## config.mk

```make
export PLATFORM = sky130hd
export DESIGN_NAME = fifo_sync_flex
export DESIGN_NICKNAME = d
export VERILOG_FILES = /design/src/rtl/fifo_pkg.sv /design/src/rtl/fifo_wrap_ptr.sv /design/src/rtl/fifo_sync_flex.sv
export SDC_FILE = /design/constraint.sdc
export NUM_CORES = 1
export LEC_CHECK = 0
export BUFFER_PORTS_ARGS = -buffer_cell sky130_fd_sc_hd__buf_4
export CAP_MARGIN = 40
export CORE_MARGIN = 2
export CORE_UTILIZATION = 65
export CTS_CLUSTER_SIZE = 14
export DETAILED_ROUTE_END_ITERATION = 10
export PLACE_DENSITY = 0.9
export SETUP_SLACK_MARGIN = 0.5
export SKIP_CTS_REPAIR_TIMING = 1
export SLEW_MARGIN = 25
export SYNTH_ARGS = -nofsm -noshare
export SYNTH_HDL_FRONTEND = slang
export SYNTH_SLANG_ARGS = --single-unit
```

## constraint.sdc

```tcl
create_clock -name clk -period 8.95 [get_ports clk]
set_input_delay 1.3425 -clock clk [delete_from_list [all_inputs] [get_ports clk]]
set_output_delay 1.3425 -clock clk [all_outputs]
set_load 0.01 [all_outputs]
```

## src/rtl/fifo_pkg.sv

```systemverilog
// Shared sizing helpers for the flexible synchronous FIFO and its pointers.
package fifo_pkg;

  // Width needed to hold an occupancy value in the range 0..depth.
  function automatic int cnt_width(input int depth);
    return $clog2(depth + 1);
  endfunction

  // Pointer width; a depth of 1 or 2 still needs a one-bit pointer.
  function automatic int addr_width(input int depth);
    return ($clog2(depth) < 1) ? 1 : $clog2(depth);
  endfunction

endpackage

```

## src/rtl/fifo_wrap_ptr.sv

```systemverilog
// Storage pointer that wraps at DEPTH-1 by explicit compare, so that
// storage depths which are not a power of two are handled correctly.
module fifo_wrap_ptr
  import fifo_pkg::*;
#(
  parameter int DEPTH = 12
) (
  input  logic                         clk,
  input  logic                         rst_n,
  input  logic                         clr,
  input  logic                         inc,
  output logic [addr_width(DEPTH)-1:0] ptr
);

  localparam int ADDR_W = addr_width(DEPTH);
  localparam logic [ADDR_W-1:0] LAST = ADDR_W'(DEPTH - 1);

  logic [ADDR_W-1:0] ptr_q, ptr_d;

  // Next pointer: advance on inc, returning to 0 after the last entry.
  always_comb begin
    ptr_d = ptr_q;
    if (inc) begin
      ptr_d = (ptr_q == LAST) ? '0 : ptr_q + 1'b1;
    end
  end

  // Pointer register; reset takes priority over clear, and clear over advance.
  always_ff @(posedge clk) begin
    if (!rst_n) begin
      ptr_q <= '0;
    end else if (clr) begin
      ptr_q <= '0;
    end else begin
      ptr_q <= ptr_d;
    end
  end

  assign ptr = ptr_q;

endmodule

```

## src/rtl/fifo_sync_flex.sv

```systemverilog
// Single-clock ready/valid FIFO with any depth >= 2, programmable
// almost-full / almost-empty watermarks, synchronous flush and occupancy.
// Optional peak-occupancy tracker enabled by defining FIFO_SYNC_FLEX_PEAK_EN.
module fifo_sync_flex
  import fifo_pkg::*;
#(
  parameter int WIDTH = 32,
  parameter int DEPTH = 12,
  parameter int CNT_W = cnt_width(DEPTH)
) (
  input  logic             clk,
  input  logic             rst_n,
  input  logic             flush,
  input  logic             in_valid,
  output logic             in_ready,
  input  logic [WIDTH-1:0] in_data,
  output logic             out_valid,
  input  logic             out_ready,
  output logic [WIDTH-1:0] out_data,
  input  logic [CNT_W-1:0] af_thresh,
  input  logic [CNT_W-1:0] ae_thresh,
`ifdef FIFO_SYNC_FLEX_PEAK_EN
  input  logic             peak_clr,
  output logic [CNT_W-1:0] peak,
`endif
  output logic             full,
  output logic             empty,
  output logic             almost_full,
  output logic             almost_empty,
  output logic [CNT_W-1:0] count
);

  localparam int ADDR_W = addr_width(DEPTH);
  localparam logic [CNT_W-1:0] DEPTH_C = CNT_W'(DEPTH);

  logic [ADDR_W-1:0] wptr, rptr;
  logic              push, pop;
  logic [CNT_W-1:0]  count_q, count_d;
  logic [WIDTH-1:0]  mem_q [DEPTH];

  // Handshake gating; flush blocks both sides so nothing moves on a flush edge.
  assign full      = (count_q == DEPTH_C);
  assign empty     = (count_q == '0);
  assign in_ready  = !full && !flush;
  assign out_valid = !empty && !flush;
  assign push      = in_valid && in_ready;
  assign pop       = out_valid && out_ready;

  assign out_data     = mem_q[rptr];
  assign count        = count_q;
  assign almost_full  = (count_q >= af_thresh);
  assign almost_empty = (count_q <= ae_thresh);

  fifo_wrap_ptr #(.DEPTH(DEPTH)) u_wptr (
    .clk   (clk),
    .rst_n (rst_n),
    .clr   (flush),
    .inc   (push),
    .ptr   (wptr)
  );

  fifo_wrap_ptr #(.DEPTH(DEPTH)) u_rptr (
    .clk   (clk),
    .rst_n (rst_n),
    .clr   (flush),
    .inc   (pop),
    .ptr   (rptr)
  );

  // Occupancy next-state; simultaneous push and pop leave it unchanged.
  always_comb begin
    count_d = count_q;
    case ({push, pop})
      2'b10:   count_d = count_q + 1'b1;
      2'b01:   count_d = count_q - 1'b1;
      default: count_d = count_q;
    endcase
  end

  // Occupancy register with reset, then flush, then push/pop priority.
  always_ff @(posedge clk) begin
    if (!rst_n) begin
      count_q <= '0;
    end else if (flush) begin
      count_q <= '0;
    end else begin
      count_q <= count_d;
    end
  end

  // Storage write; the array itself is never reset.
  always_ff @(posedge clk) begin
    if (rst_n && push) begin
      mem_q[wptr] <= in_data;
    end
  end

`ifdef FIFO_SYNC_FLEX_PEAK_EN
  logic [CNT_W-1:0] peak_q;

  // High-water mark of occupancy; survives flush, reloads from count on clear.
  always_ff @(posedge clk) begin
    if (!rst_n) begin
      peak_q <= '0;
    end else if (peak_clr) begin
      peak_q <= count_q;
    end else if (count_q > peak_q) begin
      peak_q <= count_q;
    end
  end

  assign peak = peak_q;
`endif

endmodule
```

==> results.md <==
- Status: finished, final reports clean
- Port buffer count: 86
- Max VDD drop: 158 µV
- CP endpoint kind: output pin
- CTS buffer count: 39
- Largest net degree at the start of global routing: 49
- Mapped Cells: 743
- Sink Count: 400
- Chip Width: 160 µm
- Seq cells post-synth: 400
- Final wirelength: 35000 µm
- Sequential share of the synthesized area: 0.753
- Worst-margin pin slew: 0.769 ns
- Root Buffer: clkbuf_16
- # IOs: 87
- Initial DRT Pass Iterations: 6
- DR vias/cell: 6.57
- Setup TNS Final: 0 ns
- Per-cell routed wire length: 29.2 µm
- Global Route Usage Sum: 0.283
- Yosys cell types: 45
- Overflow left after global routing: 0
- Die Height: 160 µm
- H-tree levels: 2
- Antenna diodes: 0
- Clk_lat worst skew: 0.53 ns
- CP Data Arrival Time: 3.25 ns
- Slew headroom: 0.487
- Die area: 0.0255 mm²
- Initial Util: 0.667
- Clock-pin slew on the worst setup and hold paths: 0.05 ns
- Final hold vios: 0
- P per Cell Area: 207 mW/mm²
- Initial antenna violation count: 0
- Layout cells sized above 1: 0.294
- Num rows: 56
- Post-route clock period utilization: 0.513
- Initial DRC count: 842
- Placer Congestion: 0.767
- Vias: 7867
- Tot Pwr: 3740 µW
- Hpwl dp: 18700 µm
- CTS max path bufs: 3
- Minimum clock period: 4.59 ns
- Total core area: 0.0236 mm²
- Synth Cell Area: 0.0157 mm²
- Crit path kind: register to output pin
- Drt drc: 0
- Highest Clock Rate: 218 MHz
- Ys Warns: 0
- Layout area overhead: 14.7%
- Final setup viols: 0
- Leakage power: 0.00576 µW
- CP required: 7.61 ns
- First-pass GRT wire length: 52300 µm
- RSZ-0062 raised after global routing: no
- Clock skew: 0.00984 ns
- Slew Limit Fails: 0
- Vias in the first global route: 8434
- Nets: 910
- Hold WC Path Type: register to register
- Max-Cap Viols: 0
- Syn_area_per_cell: 21.2 µm²
- Hold Slack: 0.554 ns
- CP startpoint kind: register
- CTS tree: done
- Post-route ant nets: 0
- CP max FO: 38
- Syn Nets: 805
## logic make-up after synthesis
kind of cell	count (synthesis)	share of synthesized area
AO/OA/AOI/OAI	55	0.0201
XOR/XNOR	2	0.00111
adder cells (fa/ha/maj)	17	0.0140
buffers and inverters	54	0.0196
flip-flops	400	0.753
multiplexers	130	0.164
AND/OR/NAND/NOR	85	0.0286
## critical path, cell delays in order (launching register included)
cell and delay, ns:
dfxtp_4 0.70, buf_12 0.32, buf_4 0.25, buf_16 0.29, mux4_2 0.55, mux2i_1 0.21
o21ai_0 0.17, buf_4 0.20
## state kept, by name, summed over array words and instances (netlist names), named ones only
| signal | count |
|---|---|
| u_wptr.ptr | 4 |
| mem_q | 384 |
| count | 4 |
| u_rptr.ptr | 4 |
## cells in the mapped netlist, drive strengths merged
cell	number	area, µm²
a21oi	7	35.0
a21bo	1	10.0
a31o	2	17.5
nor3	4	30.0
ha	16	200
and2	4	25.0
nor2b	2	12.5
nor3b	1	12.5
nor2	12	45.0
clkbuf	9	33.8
nand2	43	161
o21ai	34	170
dfxtp	16	320
inv	16	60.1
mux4	96	2230
fa	1	20.0
o21a	2	15.0
nand4bb	1	11.3
a31oi	1	6.26
and3	4	25.0
a21o	3	22.5
a41oi	1	8.76
nand3	3	15.0
mux2i	34	340
and4b	2	20.0
a311oi	1	8.76
nand2b	3	18.8
nor4	5	67.6
xor2	2	17.5
buf	29	215
nand4	1	6.26
edfxtp	384	11500
a211oi	1	7.51
o31ai	2	15.0
## layout make-up
| cell class | count | area [µm²] |
|---|---|---|
| fill | 1188 | 5560 |
| clock buffer | 51 | 1060 |
| tap | 319 | 399 |
| timing repair buffer | 102 | 883 |
| multi-input combinational | 289 | 3610 |
| inverter | 16 | 60.1 |
| sequential | 400 | 11900 |
| clock inverter | 20 | 173 |
## per-stage QoR
step	utilization	setup WS (ns)	cells	instance area, µm²
2_1_floorplan	-	3.55	743	15700
3_3_place_gp	0.705	4.56	1119	16600
3_5_place_dp	0.711	4.65	1125	16800
4_1_cts	0.763	4.05	1196	18000
5_1_grt	0.765	4.16	1197	18100
6_report	0.765	4.36	1197	18100
## cell usage in the layout, fill, tap and decap left out, types with 3 or more instances in the layout
| master | count |
|---|---|
| a21o_1 | 3 |
| a21oi_1 | 7 |
| and2_2 | 3 |
| buf_12 | 3 |
| buf_16 | 4 |
| buf_4 | 95 |
| bufinv_16 | 3 |
| clkbuf_1 | 10 |
| clkbuf_16 | 41 |
| clkinv_1 | 7 |
| clkinv_2 | 8 |
| dfxtp_1 | 12 |
| edfxtp_1 | 384 |
| ha_1 | 16 |
| inv_1 | 15 |
| mux2i_1 | 34 |
| mux4_1 | 19 |
| mux4_2 | 77 |
| nand2_1 | 43 |
| nand2b_1 | 3 |
| nand3_1 | 3 |
| nor2_1 | 12 |
| nor3_2 | 4 |
| nor4_2 | 3 |
| o21ai_0 | 26 |
| o21ai_1 | 8 |
## report_power, final
part / switching, µW / leakage [µW] / internal, µW
Clock: 672 / 0.000606 / 926
Combinational: 50.3 / 0.00156 / 34.9
Sequential: 3.56 / 0.00359 / 2050
## metal layers
| layer | vias to the layer above | track usage | routed length [µm] |
|---|---|---|---|
| met4 | 0 | 0.113 | 1160 |
| met5 | - | 0 | 0 |
| met3 | 87 | 0.0524 | 2660 |
| met1 | 4057 | 0.358 | 12700 |
| met2 | 456 | 0.491 | 18500 |
| li1 | 3267 | - | - |
## path summary, 6_finish.rpt
check	start	end	slack, ns	depth (start not counted)
setup / recovery	register	out_data[5]	4.36	7
hold / removal	u_rptr.ptr[1]	register	0.55	2
setup reg to reg	count[1]	mem_q[7][19]	6.22	6
hold reg to reg	u_rptr.ptr[1]	register	0.55	2
Note: power is estimated with default switching activity, not from simulation.
